==> config.mk <==
export PLATFORM = sky130hd
export DESIGN_NAME = dmem_access_ctrl
export DESIGN_NICKNAME = d
export VERILOG_FILES = /design/src/rtl/dmem_access_ctrl.sv
export SDC_FILE = /design/constraint.sdc
export NUM_CORES = 1
export LEC_CHECK = 0
export CORE_MARGIN = 3
export CORE_UTILIZATION = 43
export DETAILED_ROUTE_END_ITERATION = 10
export PLACE_DENSITY = 0.83
export SYNTH_ARGS = -nofsm -noshare
export SYNTH_HDL_FRONTEND = slang
export SYNTH_SLANG_ARGS = --single-unit
==> constraint.sdc <==
create_clock -name clk -period 2.1 [get_ports clk]
set_input_delay 0.315 -clock clk [delete_from_list [all_inputs] [get_ports clk]]
set_output_delay 0.315 -clock clk [all_outputs]
set_load 0.05 [all_outputs]
==> src/rtl/dmem_access_ctrl.sv <==
// -----------------------------------------------------------------------------
// dmem_access_ctrl
//
// Sequences MEM-stage loads and stores of the pipelined MIPS core onto a
// word-wide, single-port data memory that has no byte enables and a variable
// response latency. Sub-word loads are extracted and sign/zero extended.
// Sub-word stores are performed as read-modify-write. The pipeline is stalled
// until the access completes or is aborted on a timeout.
//
// Parameters
//   TIMEOUT  ready-low cycles allowed per memory phase before aborting (>= 1)
//   CNT_W    width of the wait counter, 2**CNT_W > TIMEOUT
//
// Ports
//   clk, reset              rising-edge clock, asynchronous active-low reset
//   req_valid/req_write     MEM stage holds a memory op / op is a store
//   req_size                00 byte, 01 half, 1x word
//   req_signed              sign-extend sub-word loads
//   req_addr, req_wdata     byte address, right-aligned store data
//   stall                   freeze IF..MEM
//   rdata, done, err        load result, completion pulse, timeout pulse
//   misalign                combinational illegal-alignment flag
//   mem_addr/mem_re/mem_we  word address and registered strobes to dmem
//   mem_wdata               full write word
//   mem_rdata/mem_ready     read word and completion from dmem
// -----------------------------------------------------------------------------
module dmem_access_ctrl #(
    parameter int TIMEOUT = 255,
    parameter int CNT_W   = 8
) (
    input  logic        clk,
    input  logic        reset,
    input  logic        req_valid,
    input  logic        req_write,
    input  logic [1:0]  req_size,
    input  logic        req_signed,
    input  logic [31:0] req_addr,
    input  logic [31:0] req_wdata,
    output logic        stall,
    output logic [31:0] rdata,
    output logic        done,
    output logic        err,
    output logic        misalign,
    output logic [31:0] mem_addr,
    output logic        mem_re,
    output logic        mem_we,
    output logic [31:0] mem_wdata,
    input  logic [31:0] mem_rdata,
    input  logic        mem_ready
);

    typedef enum logic [2:0] {
        IDLE  = 3'd0,
        RD    = 3'd1,
        MERGE = 3'd2,
        WR    = 3'd3,
        DONE  = 3'd4
    } state_t;

    // Last counter value that still waits; one more ready-low cycle aborts.
    localparam logic [CNT_W-1:0] LAST_WAIT = CNT_W'(TIMEOUT - 1);
    localparam logic [CNT_W-1:0] CNT_ONE   = CNT_W'(1);

    state_t             state_reg;
    logic [1:0]         lane_reg;
    logic [1:0]         size_reg;
    logic               signed_reg;
    logic               write_reg;
    logic [15:0]        wdata_reg;
    logic [31:0]        rword_reg;
    logic [CNT_W-1:0]   wait_cnt_reg;
    logic [31:0]        rdata_reg;
    logic               done_reg;
    logic               err_reg;
    logic [31:0]        mem_addr_reg;
    logic               mem_re_reg;
    logic               mem_we_reg;
    logic [31:0]        mem_wdata_reg;

    // ------------------------------------------------------------------
    // Request decode
    // ------------------------------------------------------------------
    logic req_is_half;
    logic req_is_word;
    logic misaligned;
    logic accept;

    assign req_is_half = (req_size == 2'b01);
    assign req_is_word = req_size[1];
    assign misaligned  = (req_is_half & req_addr[0]) |
                         (req_is_word & (req_addr[1:0] != 2'b00));

    // The reset gate keeps stall low while the block is held in reset.
    assign accept   = (state_reg == IDLE) & req_valid & ~misaligned & reset;
    assign misalign = (state_reg == IDLE) & req_valid & misaligned;

    assign stall = accept | (state_reg == RD) | (state_reg == MERGE) |
                   (state_reg == WR);

    // ------------------------------------------------------------------
    // Load extraction straight from the memory word, so the extended value
    // can be registered on the same edge that mem_ready is seen.
    // ------------------------------------------------------------------
    logic [7:0]  rd_lane [4];
    logic [7:0]  ld_byte;
    logic [15:0] ld_half;
    logic [31:0] ld_ext;

    genvar gi;
    generate
        for (gi = 0; gi < 4; gi++) begin : g_rd_lane
            assign rd_lane[gi] = mem_rdata[8*gi +: 8];
        end
    endgenerate

    assign ld_byte = rd_lane[lane_reg];
    assign ld_half = lane_reg[1] ? {rd_lane[3], rd_lane[2]}
                                 : {rd_lane[1], rd_lane[0]};

    always_comb begin
        ld_ext = mem_rdata;
        if (!size_reg[1]) begin
            if (size_reg[0]) begin
                ld_ext = {{16{signed_reg & ld_half[15]}}, ld_half};
            end else begin
                ld_ext = {{24{signed_reg & ld_byte[7]}}, ld_byte};
            end
        end
    end

    // ------------------------------------------------------------------
    // Read-modify-write merge: each byte lane of the captured word is either
    // kept or replaced by the matching byte of the store data. Only sub-word
    // stores reach MERGE, so size_reg[0] distinguishes half from byte.
    // ------------------------------------------------------------------
    logic [31:0] merged_word;

    generate
        for (gi = 0; gi < 4; gi++) begin : g_merge
            localparam logic [1:0] LANE = 2'(gi);
            logic       lane_hit;
            logic [7:0] lane_new;

            assign lane_hit = size_reg[0] ? (lane_reg[1] == LANE[1])
                                          : (lane_reg == LANE);
            assign lane_new = (size_reg[0] & LANE[0]) ? wdata_reg[15:8]
                                                      : wdata_reg[7:0];
            assign merged_word[8*gi +: 8] = lane_hit ? lane_new
                                                     : rword_reg[8*gi +: 8];
        end
    endgenerate

    // ------------------------------------------------------------------
    // Access sequencer
    // ------------------------------------------------------------------
    always_ff @(posedge clk or negedge reset) begin
        if (!reset) begin
            state_reg     <= IDLE;
            lane_reg      <= 2'b00;
            size_reg      <= 2'b00;
            signed_reg    <= 1'b0;
            write_reg     <= 1'b0;
            wdata_reg     <= 16'h0000;
            rword_reg     <= 32'h0000_0000;
            wait_cnt_reg  <= '0;
            rdata_reg     <= 32'h0000_0000;
            done_reg      <= 1'b0;
            err_reg       <= 1'b0;
            mem_addr_reg  <= 32'h0000_0000;
            mem_re_reg    <= 1'b0;
            mem_we_reg    <= 1'b0;
            mem_wdata_reg <= 32'h0000_0000;
        end else begin
            done_reg <= 1'b0;
            err_reg  <= 1'b0;

            case (state_reg)
                IDLE: begin
                    if (accept) begin
                        lane_reg     <= req_addr[1:0];
                        size_reg     <= req_size;
                        signed_reg   <= req_signed;
                        write_reg    <= req_write;
                        wdata_reg    <= req_wdata[15:0];
                        mem_addr_reg <= {req_addr[31:2], 2'b00};
                        wait_cnt_reg <= '0;
                        if (req_write && req_is_word) begin
                            // Full-word store needs no read phase.
                            mem_wdata_reg <= req_wdata;
                            mem_we_reg    <= 1'b1;
                            state_reg     <= WR;
                        end else begin
                            mem_re_reg <= 1'b1;
                            state_reg  <= RD;
                        end
                    end
                end

                RD: begin
                    if (mem_ready) begin
                        mem_re_reg <= 1'b0;
                        rword_reg  <= mem_rdata;
                        if (write_reg) begin
                            state_reg <= MERGE;
                        end else begin
                            rdata_reg <= ld_ext;
                            done_reg  <= 1'b1;
                            state_reg <= DONE;
                        end
                    end else if (wait_cnt_reg == LAST_WAIT) begin
                        // Abort; a pending sub-word store is dropped unwritten.
                        mem_re_reg <= 1'b0;
                        rdata_reg  <= 32'h0000_0000;
                        done_reg   <= 1'b1;
                        err_reg    <= 1'b1;
                        state_reg  <= DONE;
                    end else begin
                        wait_cnt_reg <= wait_cnt_reg + CNT_ONE;
                    end
                end

                MERGE: begin
                    mem_wdata_reg <= merged_word;
                    mem_we_reg    <= 1'b1;
                    wait_cnt_reg  <= '0;
                    state_reg     <= WR;
                end

                WR: begin
                    if (mem_ready) begin
                        mem_we_reg <= 1'b0;
                        done_reg   <= 1'b1;
                        state_reg  <= DONE;
                    end else if (wait_cnt_reg == LAST_WAIT) begin
                        mem_we_reg <= 1'b0;
                        rdata_reg  <= 32'h0000_0000;
                        done_reg   <= 1'b1;
                        err_reg    <= 1'b1;
                        state_reg  <= DONE;
                    end else begin
                        wait_cnt_reg <= wait_cnt_reg + CNT_ONE;
                    end
                end

                DONE: begin
                    // The MEM stage still presents the finished request here;
                    // it is deliberately not re-accepted.
                    state_reg <= IDLE;
                end

                default: begin
                    state_reg  <= IDLE;
                    mem_re_reg <= 1'b0;
                    mem_we_reg <= 1'b0;
                end
            endcase
        end
    end

    assign rdata     = rdata_reg;
    assign done      = done_reg;
    assign err       = err_reg;
    assign mem_addr  = mem_addr_reg;
    assign mem_re    = mem_re_reg;
    assign mem_we    = mem_we_reg;
    assign mem_wdata = mem_wdata_reg;

endmodule

==> impl_metrics.yaml <==
run_status:
  status: "complete, but fails checks"
  violations: "negative hold slack"
route:
  routed.top_layer: "met4"
  ant_nets: 0
  via_count: 6330
  met1_length_mm: 9.39
  wl_per_cell_um: 19.8
  dr.first_iter.drc_count: 451
  drc: 0
  dr_wl_met3_mm: 1.62
  first_pass_iters: 5
  wirelength_mm: 22.1
  routed_via_density: 5.67
  wl_met2_mm: 10.6
logic_synthesis:
  synth-seq-cells: 163
  yosys.area.top_type: "dfrtp_1"
  synth_area_um2: 7520
  synth_cells: 642
  synth_area_leaders: "dfrtp_1, mux2_2, a221o_1"
  ys_types: 50
  synth.yosys.seq_area_share_pct: 54.2
  synthTopCellsByCount: "dfrtp_1, mux2_2, nor2_1, nand2_1"
  ys_async_sr_fraction_pct: 100
  synth_top_area_share_pct: 54.2
  synth.avg_cell_area_um2: 11.7
  yosys_warnings: 0
  dominantRegCellSynth: "dfrtp_1"
  synth_most_common_cell: "dfrtp_1"
  synth-edff-count: 0
clock_tree:
  htree_levels: 4
  cts_made_buffers: 17
  root_buffer: "clkbuf_16"
  cts_tree: "built"
  cts_hold_buf: 0
  clkTransAtPathRegs_ns: 0.06
  clk_latency_ns: 0.43
  clk_path_buf_depth: 2
  cts_sinks: 163
cells_and_area:
  design_area_um2: 10800
  drive_gt1_share_pct: 22.9
  diodes: 0
  final_nets: 989
  areaGrowthSynthToFinish_pct: 43.9
sta:
  report.final.setup_viol: 0
  relSlewSlack_pct: 39.9
  final.min_clock_period_ns: 2.09
  rsz0062_at_grt: "yes"
  finalHoldWorstSlack_ns: -0.00317
  tns_ns: 0
  slew_violations: 0
  max_freq_mhz: 479
  setup_slack_ns: 0.0107
  finalHoldViolations: 1
  tightest_slew_ns: 0.901
  finalClockSkew_ns: 0.00871
  post-route-period-util_pct: 99.5
setup_path:
  rrSetupSlack_ns: 0.16
  required_ns: 1.78
  crit_path_start_kind: "input pin"
  r2r_start: "state_reg[0]$_DFFE_PN0N_"
  crit_type: "input pin to primary output"
  worst_ep_arrival_time_ns: 1.77
  crit_path_start: "req_addr[0]"
  crit_fanout: 3
  cp-end-kind: "primary output"
die:
  die_w_um: 138
  rows: 47
  ios: 206
  die_h_um: 138
  fp.coreArea_um2: 16900
  dieArea_um2: 19100
  initial_utilization_pct: 44.6
global_routing:
  grt_pass1_vias: 6464
  grt_pass1_wl_mm: 35.4
  grt-ovfl-total: 0
  grt_max_degree: 164
  antenna_found_initial: 0
  grtUsageTotal_pct: 23.0
power_and_ir_drop:
  p_leak_uw: 0.00471
  worst_ir_drop_vdd_mv: 0.952
  power.density_nw_per_um2: 1730
  power_uw: 18700
worst_hold_path:
  hold_path.class: "input pin to async pin"
placement:
  place_congestion: 0.899
  port-buffer-count: 203
  dpl_worst_slack_ns: -0.237
  dp_hpwl_mm: 15.9
  placed_area_um2: 10200
job:
  drv_cap: 0
-- report_power, final --
part           switching, uW  internal (uW)
Sequential              1010           4630
Combinational           6040           4110
Clock                   1320           1590
-- layout make-up --
class	instances	area, um2
Clock inverter	13	100
Timing Repair Buffer	268	2640
Multi-Input combinational cell	428	3250
Fill cell	1298	6060
Inverter	5	18.8
Tap cell	220	275
Sequential cell	163	4080
Clock buffer	19	453
-- worst max-delay path, stage by stage --
cell,delay (ns)
clkdlybuf4s50_1,0.43
o21a_1,0.13
o31a_1,0.26
buf_4,0.14
or2_2,0.28
inv_2,0.07
buf_12,0.13
-- through the flow --
stage          utilization [%]  cells
6_report                  64.1   1116
2_1_floorplan                -    643
3_5_place_dp              60.4   1077
3_3_place_gp              60.4   1077
4_1_cts                   64.0   1114
5_1_grt                   64.1   1116
-- worst paths after layout --
check,end,depth (start not counted)
setup / recovery,stall,7
hold / removal,mem_addr[31]$_DFFE_PN0P_,2
setup reg to reg,mem_wdata[27]$_DFFE_PN0P_,8
hold reg to reg,mem_wdata[23]$_DFFE_PN0P_,1
max in group asynchronous,mem_addr[15]$_DFFE_PN0P_,2
min in group clk,size_reg[0]$_DFFE_PN0P_,3
-- cell usage in the layout (no fill, tap or decap), drive strengths merged, types with 19 or more instances in the layout --
| cell | n |
|---|---|
| mux2i | 19 |
| clkbuf | 19 |
| a21oi | 28 |
| clkdlybuf4s50 | 196 |
| nor2 | 40 |
| dfrtp | 163 |
| nand2b | 20 |
| buf | 68 |
| nand2 | 37 |
| a221o | 24 |
| o21ai | 31 |
| mux2 | 91 |
-- logic make-up after synthesis --
| group | share of synthesized area [%] |
|---|---|
| other | 0.0499 |
| XOR/XNOR | 0.349 |
| buffers and inverters | 2.93 |
| AND/OR/NAND/NOR | 9.58 |
| multiplexers | 17.1 |
| flip-flops | 54.2 |
| AO/OA/AOI/OAI | 15.5 |
| adder cells (fa/ha/maj) | 0.333 |
-- layer usage --
metal,track usage (%),vias to the layer above
li1,-,2864
met3,5.70,39
met5,0,-
met2,36.8,311
met1,31.0,3116
met4,7.59,0
-- what timing repair did --
item                       4_1_cts  5_1_grt
gates resized for setup          8        3
setup endpoints to repair        1       18
pin swaps                        2        0
buffers inserted                 5        2
(Power assumes the default switching activity.)
